===== src/rtl/fetch.sv =====
// -----------------------------------------------------------------------------
// fetch
// Instruction fetch stage sitting directly in front of decode. It owns the
// program counter, issues in-order 32-bit reads to the instruction memory,
// tags each response with the PC of its request, and buffers {pc, instr}
// pairs in a small FIFO that decode drains over a valid/ready handshake.
// A redirect empties the buffer, marks every in-flight read as stale and
// restarts fetch at the new PC.
//
// Ports:
//   clk, reset            clock, asynchronous active-high reset
//   imem_req_o            read request valid
//   imem_addr_o           read address (current pc, always word aligned)
//   imem_gnt_i            request accepted this cycle
//   imem_rvalid_i         in-order response valid
//   imem_rdata_i          response instruction word
//   redirect_i            flush and restart fetch
//   redirect_pc_i         restart address (bits [1:0] ignored)
//   instr_valid_o         buffer head valid toward decode
//   instr_ready_i         decode accepts the head this cycle
//   instr_o, pc_o         head instruction and its pc (zero when not valid)
// -----------------------------------------------------------------------------
module fetch #(
  parameter logic [63:0] RESET_PC = 64'h0000_0000_8000_0000,
  parameter int unsigned DEPTH    = 4
) (
  input  logic        clk,
  input  logic        reset,
  output logic        imem_req_o,
  output logic [63:0] imem_addr_o,
  input  logic        imem_gnt_i,
  input  logic        imem_rvalid_i,
  input  logic [31:0] imem_rdata_i,
  input  logic        redirect_i,
  input  logic [63:0] redirect_pc_i,
  output logic        instr_valid_o,
  input  logic        instr_ready_i,
  output logic [31:0] instr_o,
  output logic [63:0] pc_o
);

  localparam int unsigned   CW       = $clog2(DEPTH + 1);
  localparam int unsigned   AW       = $clog2(DEPTH);
  localparam logic [AW-1:0] LAST_IDX = AW'(DEPTH - 1);
  localparam logic [CW:0]   DEPTH_W  = (CW + 1)'(DEPTH);

  logic [63:0]   pc_q, pc_d;
  logic [CW-1:0] fifoCnt_q, fifoCnt_d;
  logic [CW-1:0] outstanding_q, outstanding_d;
  logic [CW-1:0] dropCnt_q, dropCnt_d;
  logic [AW-1:0] fifoHead_q, fifoHead_d, fifoTail_q, fifoTail_d;
  logic [AW-1:0] pcqHead_q, pcqHead_d, pcqTail_q, pcqTail_d;

  logic [63:0]   fifoPc    [DEPTH];
  logic [31:0]   fifoInstr [DEPTH];
  logic [63:0]   pcq       [DEPTH];

  logic grant, rspValid, push, pop;

  function automatic logic [AW-1:0] nextIdx(input logic [AW-1:0] idx);
    return (idx == LAST_IDX) ? '0 : idx + AW'(1);
  endfunction

  // Credit check counts stale in-flight reads too, so the FIFO can never be
  // asked to take more than DEPTH entries. Requests are held off while reset
  // is asserted so the first request appears only after it is released.
  assign imem_req_o  = !reset && !redirect_i &&
                       (((CW + 1)'(outstanding_q) + (CW + 1)'(fifoCnt_q)) < DEPTH_W);
  assign imem_addr_o = pc_q;
  assign grant       = imem_req_o && imem_gnt_i;

  // A response with nothing outstanding is a protocol error and is ignored.
  // Responses are kept only when no stale reads remain and no redirect is
  // happening in the same cycle.
  assign rspValid = imem_rvalid_i && (outstanding_q != '0);
  assign push     = rspValid && (dropCnt_q == '0) && !redirect_i;

  assign instr_valid_o = (fifoCnt_q != '0) && !redirect_i;
  assign pop           = instr_valid_o && instr_ready_i;
  assign instr_o       = instr_valid_o ? fifoInstr[fifoHead_q] : '0;
  assign pc_o          = instr_valid_o ? fifoPc[fifoHead_q]    : 64'd0;

  // Next-state logic for pc, counters and queue pointers. On a redirect every
  // read still in flight becomes stale, including those already marked stale
  // by an earlier redirect, so the drop count is simply what remains
  // outstanding after this cycle's response. That keeps back-to-back
  // redirects from double counting.
  always_comb begin
    pc_d          = pc_q;
    fifoCnt_d     = fifoCnt_q;
    dropCnt_d     = dropCnt_q;
    fifoHead_d    = fifoHead_q;
    fifoTail_d    = fifoTail_q;
    pcqHead_d     = pcqHead_q;
    pcqTail_d     = pcqTail_q;
    outstanding_d = outstanding_q + CW'(grant) - CW'(rspValid);

    if (redirect_i) begin
      pc_d       = redirect_pc_i & ~64'h3;
      fifoCnt_d  = '0;
      fifoHead_d = '0;
      fifoTail_d = '0;
      pcqHead_d  = '0;
      pcqTail_d  = '0;
      dropCnt_d  = outstanding_q - CW'(rspValid);
    end else begin
      if (grant) begin
        pc_d      = pc_q + 64'd4;
        pcqTail_d = nextIdx(pcqTail_q);
      end
      if (rspValid && (dropCnt_q != '0)) begin
        dropCnt_d = dropCnt_q - CW'(1);
      end
      if (push) begin
        fifoTail_d = nextIdx(fifoTail_q);
        pcqHead_d  = nextIdx(pcqHead_q);
      end
      if (pop) begin
        fifoHead_d = nextIdx(fifoHead_q);
      end
      fifoCnt_d = fifoCnt_q + CW'(push) - CW'(pop);
    end
  end

  // Control state with asynchronous reset.
  always_ff @(posedge clk or posedge reset) begin
    if (reset) begin
      pc_q          <= RESET_PC;
      fifoCnt_q     <= '0;
      outstanding_q <= '0;
      dropCnt_q     <= '0;
      fifoHead_q    <= '0;
      fifoTail_q    <= '0;
      pcqHead_q     <= '0;
      pcqTail_q     <= '0;
    end else begin
      pc_q          <= pc_d;
      fifoCnt_q     <= fifoCnt_d;
      outstanding_q <= outstanding_d;
      dropCnt_q     <= dropCnt_d;
      fifoHead_q    <= fifoHead_d;
      fifoTail_q    <= fifoTail_d;
      pcqHead_q     <= pcqHead_d;
      pcqTail_q     <= pcqTail_d;
    end
  end

  // Data storage needs no reset: entries are only read once the pointers and
  // counts say they were written. A grant and a kept response never touch the
  // same PC-queue slot because the credit rule stops grants when it is full.
  always_ff @(posedge clk) begin
    if (grant) begin
      pcq[pcqTail_q] <= pc_q;
    end
    if (push) begin
      fifoPc[fifoTail_q]    <= pcq[pcqHead_q];
      fifoInstr[fifoTail_q] <= imem_rdata_i;
    end
  end

endmodule

===== config.mk =====
export PLATFORM = sky130hd
export DESIGN_NAME = fetch
export DESIGN_NICKNAME = d
export VERILOG_FILES = /design/src/rtl/fetch.sv
export SDC_FILE = /design/constraint.sdc
export NUM_CORES = 1
export LEC_CHECK = 0
export BUFFER_PORTS_ARGS = -buffer_cell sky130_fd_sc_hd__buf_2
export CORE_ASPECT_RATIO = 1.75
export CORE_MARGIN = 1.5
export CORE_UTILIZATION = 32
export CTS_CLUSTER_SIZE = 16
export DETAILED_ROUTE_END_ITERATION = 16
export SLEW_MARGIN = 20
export SYNTH_ARGS = -nofsm -noshare
export SYNTH_HDL_FRONTEND = slang
export SYNTH_SLANG_ARGS = --single-unit

===== constraint.sdc =====
create_clock -name clk -period 6.46 [get_ports clk]
set_clock_uncertainty 0.1 [all_clocks]
set_input_delay 0.969 -clock clk [delete_from_list [all_inputs] [get_ports clk]]
set_output_delay 0.969 -clock clk [all_outputs]
set_load 0.03 [all_outputs]

==> results of run 1 <==
critical path, stage by stage (launching register included):
cell     delay, ns
dfrtp_4       0.65
buf_12        0.62
mux4_2        0.67
and2_1        0.19
buf_2         0.17
metrics by stage:
| stage | util | setup slack (ns) | hold WS (ns) | instances |
|---|---|---|---|---|
| finish | 0.381 | 2.41 | 0.293 | 3010 |
| global route | 0.381 | 2.21 | 0.330 | 3009 |
| CTS | 0.381 | 2.23 | 0.270 | 3009 |
| detailed placement | 0.355 | 2.21 | 0.482 | 2885 |
| global placement | 0.354 | 2.29 | 0.445 | 2884 |
| floorplan | - | 2.09 | 0.422 | 1520 |
flip-flops by register name (all words and copies together), names as in the netlist:
| signal | cells |
|---|---|
| dropCnt_q | 3 |
| fifoCnt_q | 3 |
| fifoHead_q | 2 |
| fifoInstr | 128 |
| fifoPc | 248 |
| fifoTail_q | 2 |
| imem_addr_o | 62 |
| outstanding_q | 3 |
| pcq | 248 |
| pcqHead_q | 2 |
| pcqTail_q | 2 |
worst min-delay path by stage:
stage,end,slack (ns),depth (start not counted),start
after floorplan,outstanding_q[0],0.42,1,outstanding_q[0]
after global placement,outstanding_q[0],0.45,1,outstanding_q[0]
after detailed placement,outstanding_q[0],0.48,1,outstanding_q[0]
after CTS,imem_addr_o[57],0.27,2,reset
after global routing,imem_addr_o[57],0.33,2,reset
final,imem_addr_o[57],0.29,2,reset
Yosys cell counts, drive strengths merged, types with 3 or more instances:
master / instances / area share
a21oi: 18 / 0.0032
nand4: 33 / 0.0079
nor2: 40 / 0.0053
nor3: 17 / 0.0034
clkbuf: 53 / 0.0071
buf: 27 / 0.0056
mux4: 156 / 0.12
or4: 3 / 0.00080
a21o: 4 / 0.0011
inv: 25 / 0.0033
o31ai: 3 / 0.00080
nand3b: 6 / 0.0016
nor4: 7 / 0.0023
and4: 10 / 0.0032
nand2: 84 / 0.011
edfxtp: 624 / 0.67
and2: 108 / 0.024
a221o: 5 / 0.0018
nor2b: 13 / 0.0029
mux2i: 6 / 0.0021
or3: 6 / 0.0014
o311ai: 10 / 0.0031
ha: 21 / 0.0093
nand2b: 3 / 0.00067
nand3: 28 / 0.0054
dfrtp: 78 / 0.069
and3: 14 / 0.0032
xnor2: 9 / 0.0028
o21ai: 42 / 0.0075
a22oi: 6 / 0.0016
o221ai: 3 / 0.00093
a22o: 3 / 0.00093
o211ai: 10 / 0.0027
nor3b: 3 / 0.00080
a31oi: 5 / 0.0011
xor2: 15 / 0.0047
a32oi: 3 / 0.00093
power by group:
| part | switching, mW | internal, mW |
|---|---|---|
| Combinational | 1.02 | 0.604 |
| Sequential | 0.276 | 5.25 |
| Clock | 1.74 | 2.38 |
layout by cell type, fill, tap and decap left out, drive strengths merged, types with 6 or more instances in the layout:
cell | netlist | final
dfrtp | 78 | 78
nor2b | 13 | 13
bufinv | 0 | 9
and4 | 10 | 10
xnor2 | 9 | 9
mux2i | 6 | 6
edfxtp | 624 | 624
clkbuf | 53 | 79
nor4 | 7 | 7
nand3 | 28 | 28
a21oi | 18 | 18
and3 | 14 | 14
nand2 | 84 | 84
or3 | 6 | 6
nor3 | 17 | 17
xor2 | 15 | 15
nor2 | 40 | 40
inv | 25 | 27
o211ai | 10 | 10
nand4 | 33 | 33
mux4 | 156 | 156
nand3b | 6 | 6
o21ai | 42 | 42
ha | 21 | 21
and2 | 108 | 108
a22oi | 6 | 6
buf | 27 | 285
o311ai | 10 | 10
clkinv | 0 | 30
cell type report:
type / instances / area [sq um]
fill: 8008 / 53800
sequential: 703 / 20700
multi-input combinational: 712 / 7040
clock buffer: 79 / 1810
timing repair buffer: 285 / 1520
tap: 1160 / 1450
clock inverter: 45 / 488
inverter: 25 / 95.1
antenna: 1 / 2.50
kinds of logic after synthesis:
kind of cell / synth area share
and+or+nand+nor: 0.0752
other: 0.000133
muxes: 0.127
DFF: 0.735
adders and majority gates: 0.0107
AOI/OAI and AO/OA: 0.0279
buffers and inverters: 0.0160
xor gates and xnor gates: 0.00746
routing by layer:
| metal | vias to the layer above | wire length, um | track usage |
|---|---|---|---|
| li1 | 6609 | - | - |
| met1 | 7823 | 28000 | 0.193 |
| met2 | 529 | 35400 | 0.271 |
| met3 | 112 | 4090 | 0.0244 |
| met4 | 0 | 1990 | 0.0614 |
| met5 | - | 0 | 0 |
==> reports/metrics.yaml, run 1 <==
status: "complete, no violations"
drtIter0Drc: 1222
vdd_drop_max_uv: 242
htreeDepth: 3
io_pins: 264
overflow: 0
reg2regPathDepth: 6
tns_ns: 0
crit_path_start: "fifoHead_q[0]"
ys.flop_type: "edfxtp_1"
cap_violations: 0
r2r_end: "pcq[3][34]"
drtAntennaViolNets: 0
hold_viol_final: 0
grt_max_degree: 82
insertion_delay_ns: 0.65
die_area_sq_um: 89900
cp-end-kind: "output pin"
max_freq_mhz: 247
r2r_setup_slack_ns: 2.96
num_rows: 143
io_buffer_count: 257
routed_wl_um: 69500
area_growth_syn_to_layout_pct: 17.6
via_per_inst: 5.01
synth_edf_count: 624
track_usage: 0.156
cts_buffers: 68
path_class: "register to output pin"
antenna_found_initial: 3
yosysWarningCount: 0
post_cts_buffers: 0
synth_seq_cells: 703
yosysUniqueCellTypes: 65
cts_tree: "built"
routabilityCongestion: 0.816
worstPathRequired_ns: 5.39
nNetsFinal: 1920
cellPowerDensity_nw_per_um2: 340
critPathCapture: "pc_o[6]"
synth-async-reset-ratio: 0.112
cp.arrival_ns: 2.98
die_w_um: 227
initial_core_util: 0.324
drv_slew: 0
grt_first_pass_wirelength_um: 103000
clkTransAtPathRegs_ns: 0.07
rsz0062_at_grt: "no"
worst_pin_slew_ns: 1.03
synth_cells: 1517
fin_area_sq_um: 33100
clock_path_buffers: 3
grt_pass1_vias: 15900
first_pass_iters: 6
power_mw: 11.3
wl_per_cell_um: 23.1
clock-root-buffer: "clkbuf_16"
hold_class: "input pin to async pin"
yosysSeqAreaShare: 0.735
slew_headroom: 0.313
netlist_area_sq_um: 28200
cts_resized: 0
cts_hold_buf: 0
postPlaceCellArea_sq_um: 30800
regToRegStartpoint: "fifoCnt_q[1]"
fin_crit_ns: 4.05
drive_above_1_share: 0.312
dp_hpwl_um: 44800
start_kind: "register"
fp.dieH_um: 396
core_sq_um: 87000
finalCritPeriodShare: 0.627
via_count: 15100
setup_viol_count_final: 0
drc: 0
cts.sinks: 703
avgSynthCellArea_sq_um: 18.6
p_leak_nw: 11.3
crit_path_max_fanout: 81
No activity file was read; power rests on OpenSTA's default activity.
==> run 2: changes to the inputs <==
clock period = 3.95 ns   (was 6.46 ns; I/O delays follow)
==> run 2 against run 1 <==
Effect of this change:
- clock-buffer cell count is 8 higher
- highest routed layer unchanged
- critical endpoint is now pc_o[61]
- global-route usage hardly changed
- clock power is 56% higher
- combinational power is 69% higher
==> reports/metrics.yaml, run 2 (synthesis results as in run 1) <==
status: "complete, no violations"
path_buf_inv: 2  # unchanged
power_mw: 18.2  # +61%
cp-end-kind: "output pin"
first_pass_iters: 5  # -1
layout_common_cells: "edfxtp_1, buf_2, mux4_2"
io_pins: 264  # unchanged
worstPathRequired_ns: 3.26  # -2.13 ns
multi_input_area_sq_um: 7050  # +0.11%
core_sq_um: 87000  # unchanged
clkTransAtPathRegs_ns: 0.06  # about the same
drv_slew: 0  # unchanged
area_growth_syn_to_layout_pct: 18.0
max_stage_delay_ns: 0.70  # +0.03 ns
slew_headroom: 0.274  # -0.0399
worst_pin_slew_ns: 1.09  # +0.0598 ns
rsz0062_at_grt: "no"
cts.sinks: 703  # unchanged
routabilityCongestion: 0.823  # +0.80%
cts_resized: 0  # unchanged
insertion_delay_ns: 0.63  # -0.02 ns
dp.cells: 2889  # +0.14%
antenna_found_initial: 2  # -1
critPathSlowestCell: "dfrtp_4"
cts_hold_buf: 0  # unchanged
num_rows: 143  # unchanged
start_kind: "register"
cellPowerDensity_nw_per_um2: 547  # +61%
grt_first_pass_wirelength_um: 102000  # -0.80%
final_common_cell: "edfxtp_1"
fillers: 8070  # +0.77%
tns_ns: 0  # unchanged
cp.arrival_ns: 2.78  # -0.20 ns
grt_max_degree: 104  # +27%
fin_crit_ns: 3.47
drtAntennaViolNets: 0  # unchanged
post_cts_buffers: 0  # unchanged
die_w_um: 227  # unchanged
r2r_end: "imem_addr_o[57]"
via_per_inst: 5.02  # +0.24%
fp.dieH_um: 396  # unchanged
initial_core_util: 0.324  # unchanged
timing.hold.ws_ns: 0.0384  # -0.254 ns
cpLargestDelayFamily: "flip-flops"
regToRegStartpoint: "fifoCnt_q[1]"
path_class: "register to output pin"
hold_viol_final: 0  # unchanged
max_freq_mhz: 288
cap_violations: 0  # unchanged
reg2regPathDepth: 8  # +2
routed_wl_um: 69400  # -0.22%
r2r_setup_slack_ns: 0.79  # -2.17 ns
wl_per_cell_um: 23.1  # -0.18%
drc: 0  # unchanged
cts_tree: "built"
track_usage: 0.156  # -0.000292
antennaDiodeCount: 0  # -1
overflow: 0  # unchanged
top_regs: "fifoPc (248), pcq (248), fifoInstr (128)"
nNetsFinal: 1922  # +0.10%
hold_class: "input pin to async pin"
seqCellArea_sq_um: 20700  # about the same
dp_hpwl_um: 45000  # +0.56%
cts_buffers: 66  # -2.9%
drtIter0Drc: 1075  # -12%
io_buffer_count: 257  # unchanged
grt_pass1_vias: 15800  # -0.33%
clock_path_buffers: 3  # unchanged
setup_viol_count_final: 0  # unchanged
via_count: 15100  # +0.21%
p_leak_nw: 11.3  # about the same
die_area_sq_um: 89900  # unchanged
vdd_drop_max_uv: 280  # +15%
crit_path_max_fanout: 49  # -40%
drive_above_1_share: 0.312  # unchanged
cp_cell_sequence: "buf_12, mux4_2, and2_1, buf_2"
fin_cells: 3009  # -0.033%
htreeDepth: 3  # unchanged
clock-root-buffer: "clkbuf_16"
finalCritPeriodShare: 0.878
-- run 2: cell types whose count changed in the layout (fill, tap and decap cells not counted), moves of 7 or more --
cell / delta
buf_12: +14
buf_4: -10
clkbuf_1: +8
clkinv_1: -7
-- run 2: layer usage --
layer | GRT usage | wire length (um) | up-vias
met4 | 0.0750 | 3020 | 0
met1 | 0.191 | 27900 | 7840
met2 | 0.262 | 34700 | 514
met5 | 0 | 0 | -
li1 | - | - | 6625
met3 | 0.0299 | 3750 | 125
-- run 2: final cells by class --
| cell class | instances | area share |
|---|---|---|
| Clock inverter | 33 | 0.0118 |
| Clock buffer | 87 | 0.0539 |
| Tap cell | 1160 | 0.0437 |
| Multi-Input combinational cell | 712 | 0.212 |
| Timing Repair Buffer | 289 | 0.0520 |
| Sequential cell | 703 | 0.624 |
| Inverter | 25 | 0.00286 |
-- run 2: worst max-delay path by stage --
stage                              from              end  slack [ns]  cells after the start
after detailed placement     redirect_i  imem_addr_o[57]        0.64                      8
final                     fifoHead_q[0]         pc_o[61]        0.48                      4
after CTS                 fifoHead_q[0]         pc_o[61]        0.34                      4
after global placement       redirect_i  imem_addr_o[57]        0.61                      8
after global routing      fifoHead_q[0]         pc_o[63]        0.30                      4
after floorplan              redirect_i       pcq[0][10]        0.63                      7
-- run 2: per-stage QoR --
stage | utilization | worst slack (ns) | cell area (sq um)
after floorplan | - | 0.629 | 28200
after global placement | 0.357 | 0.610 | 31100
after detailed placement | 0.357 | 0.635 | 31100
after CTS | 0.382 | 0.344 | 33200
after global routing | 0.382 | 0.298 | 33200
final | 0.382 | 0.482 | 33200
-- run 2: report_power, final --
| part | leakage (nW) | switching, mW | internal [mW] |
|---|---|---|---|
| registers | 6.59 | 0.420 | 8.59 |
| logic | 3.62 | 1.72 | 1.02 |
| clock network | 1.06 | 2.74 | 3.69 |
==> run 3: changes to the inputs <==
CELL_PAD_IN_SITES_DETAIL_PLACEMENT = 0   (was not set)
CELL_PAD_IN_SITES_GLOBAL_PLACEMENT = 1   (was not set)
PLACE_DENSITY_LB_ADDON = 0.1   (was not set)
SETUP_SLACK_MARGIN = 0.5   (was not set)
clock period = 3.9 ns   (was 3.95 ns; I/O delays follow)
==> run 3 against run 2 <==
Effect of this change:
- hold slack gained 0.012 ns
- first-iteration DRC count shrank 15%
- routed wire length grew 8.1%
- critical path depth is the same
- via count shrank 0.58%
- non-clock buffer count grew 18
- global-route usage grew 1.6 points
- register-to-register slack gained 0.07 ns
- clock power is essentially flat
- critical endpoint is now pc_o[53]
==> reports/metrics.yaml, run 3 (synthesis results as in run 1) <==
cts_resized: 0  # unchanged
cpLargestDelayFamily: "flip-flops"
status: "complete, no violations"
critPathSlowestCell: "dfrtp_4"
drtAntennaViolNets: 0  # unchanged
crit_path_max_fanout: 20  # -59%
via_per_inst: 4.95  # -1.3%
pre_cts_ws_ns: 0.848  # +0.213 ns
layout_common_cells: "edfxtp_1, buf_2, mux4_2"
path_class: "register to output pin"
drc: 0  # unchanged
max_freq_mhz: 315
p_int_mw: 13.3  # +0.13%
cts.sinks: 703  # unchanged
drv_slew: 0  # unchanged
final_core_util: 0.383  # +0.000906
p_seq_frac: 0.495  # about the same
initial_core_util: 0.324  # unchanged
path_buf_inv: 2  # unchanged
first_pass_iters: 5  # unchanged
slew_headroom: 0.419  # +0.146
htreeDepth: 3  # unchanged
cp-end-kind: "output pin"
setup_slack_ns: 0.722  # +0.240 ns
clkTransAtPathRegs_ns: 0.06  # about the same
setup_viol_count_final: 0  # unchanged
core_sq_um: 87000  # unchanged
rsz0062_at_grt: "no"
comb_power_share: 0.155  # +0.004
fin_area_sq_um: 33300  # +0.24%
overflow: 0  # unchanged
worst_pin_slew_ns: 0.871  # -0.219 ns
cellPowerDensity_nw_per_um2: 552  # +0.90%
track_usage: 0.172  # +0.0161
hold_class: "input pin to register"
top_regs: "fifoPc (248), pcq (248), fifoInstr (128)"
die_area_sq_um: 89900  # unchanged
area_growth_syn_to_layout_pct: 18.3
finalCritPeriodShare: 0.815
tns_ns: 0  # unchanged
grt_first_pass_wirelength_um: 111000  # +9.1%
timing.hold.ws_ns: 0.0502  # +0.0118 ns
fin_crit_ns: 3.18
cap_violations: 0  # unchanged
cp.arrival_ns: 2.49  # -0.29 ns
drtIter0Drc: 912  # -15%
max_stage_delay_ns: 0.69  # about the same
fin_cells: 3032  # +0.76%
start_kind: "register"
fp.dieH_um: 396  # unchanged
cts_buffers: 69  # +4.5%
cts_tree: "built"
routabilityCongestion: 0.769  # -6.6%
nNetsFinal: 1943  # +1.1%
dp.cells: 2906  # +0.59%
p_leak_nw: 11.3  # +0.54%
wl_per_cell_um: 24.7  # +7.3%
power_mw: 18.4  # +1.1%
io_pins: 264  # unchanged
postPlaceCellArea_sq_um: 31200  # +0.39%
num_rows: 143  # unchanged
clock_power_share: 0.350  # -0.004
routed_wl_um: 75000  # +8.1%
netSwitchingFraction: 0.276  # +0.00735
dp_hpwl_um: 48300  # +7.2%
via_count: 15000  # -0.58%
io_buffer_count: 257  # unchanged
antenna_found_initial: 1  # -1
drive_above_1_share: 0.314  # +0.00258
die_w_um: 227  # unchanged
worstPathRequired_ns: 3.21  # -0.05 ns
grt_pass1_vias: 16500  # +3.9%
hold_viol_final: 0  # unchanged
clock_path_buffers: 3  # unchanged
cp_cell_sequence: "buf_4, mux4_2, and2_1, buf_2"
r2r_setup_slack_ns: 0.86  # +0.07 ns
grt_max_degree: 79  # -24%
antennaDiodeCount: 0  # unchanged
final_common_cell: "edfxtp_1"
power.switching_mw: 5.07  # +3.9%
clock-root-buffer: "clkbuf_16"
insertion_delay_ns: 0.64  # about the same
vdd_drop_max_uv: 321  # +15%
run 3: cell types whose count changed in the layout (fill, tap and decap cells not counted), sizes merged:
cell         before  now
clkbuf           87   88
clkinv           20   28
bufinv            7    3
clkinvlp          3    4
buf             289  306
dlygate4sd3       0    1
inv              28   27
run 3: what timing repair did:
item,4_1_cts,5_1_grt
hold endpoints to repair,21,0
buffers inserted,0,0
hold buffers,1,0
run 3: worst paths after layout:
path,startpoint,to,cells after the start
max reg2reg,imem_addr_o[17],imem_addr_o[50],6
max,fifoHead_q[1],pc_o[53],4
min reg2reg,outstanding_q[0],outstanding_q[0],1
max in group asynchronous,reset,imem_addr_o[16],4
min in group asynchronous,reset,imem_addr_o[59],3
min,redirect_pc_i[12],imem_addr_o[12],3
run 3: power by group through the flow:
stage | Sequential [mW] | Clock [mW] | Combinational, mW
global placement | 9.24 | 0 | 2.92
CTS | 9.11 | 6.69 | 2.95
detailed placement | 9.27 | 0 | 2.95
global route | 9.14 | 6.93 | 3.13
floorplan | 9.25 | 0 | 1.79
finish | 9.09 | 6.44 | 2.86
run 3: final cells by class:
cell class	count	area, sq um
Clock inverter	37	292
Multi-Input combinational cell	712	7040
Tap cell	1160	1450
Timing Repair Buffer	307	1870
Fill cell	8174	53600
Inverter	25	95.1
Clock buffer	88	1840
Sequential cell	703	20700
run 3: per-layer routing:
metal  up-vias  global-route usage  wire length (um)
met5         -                   0                12
met4         2              0.0519              1660
met3        97              0.0310              3720
met2       422               0.298             38300
met1      7830               0.217             31300
li1       6666                   -                 -
run 3: tightest hold or removal path: stages:
cell	delay, ns
buf_2	0.07
nand2_1	0.04
o21ai_0	0.05
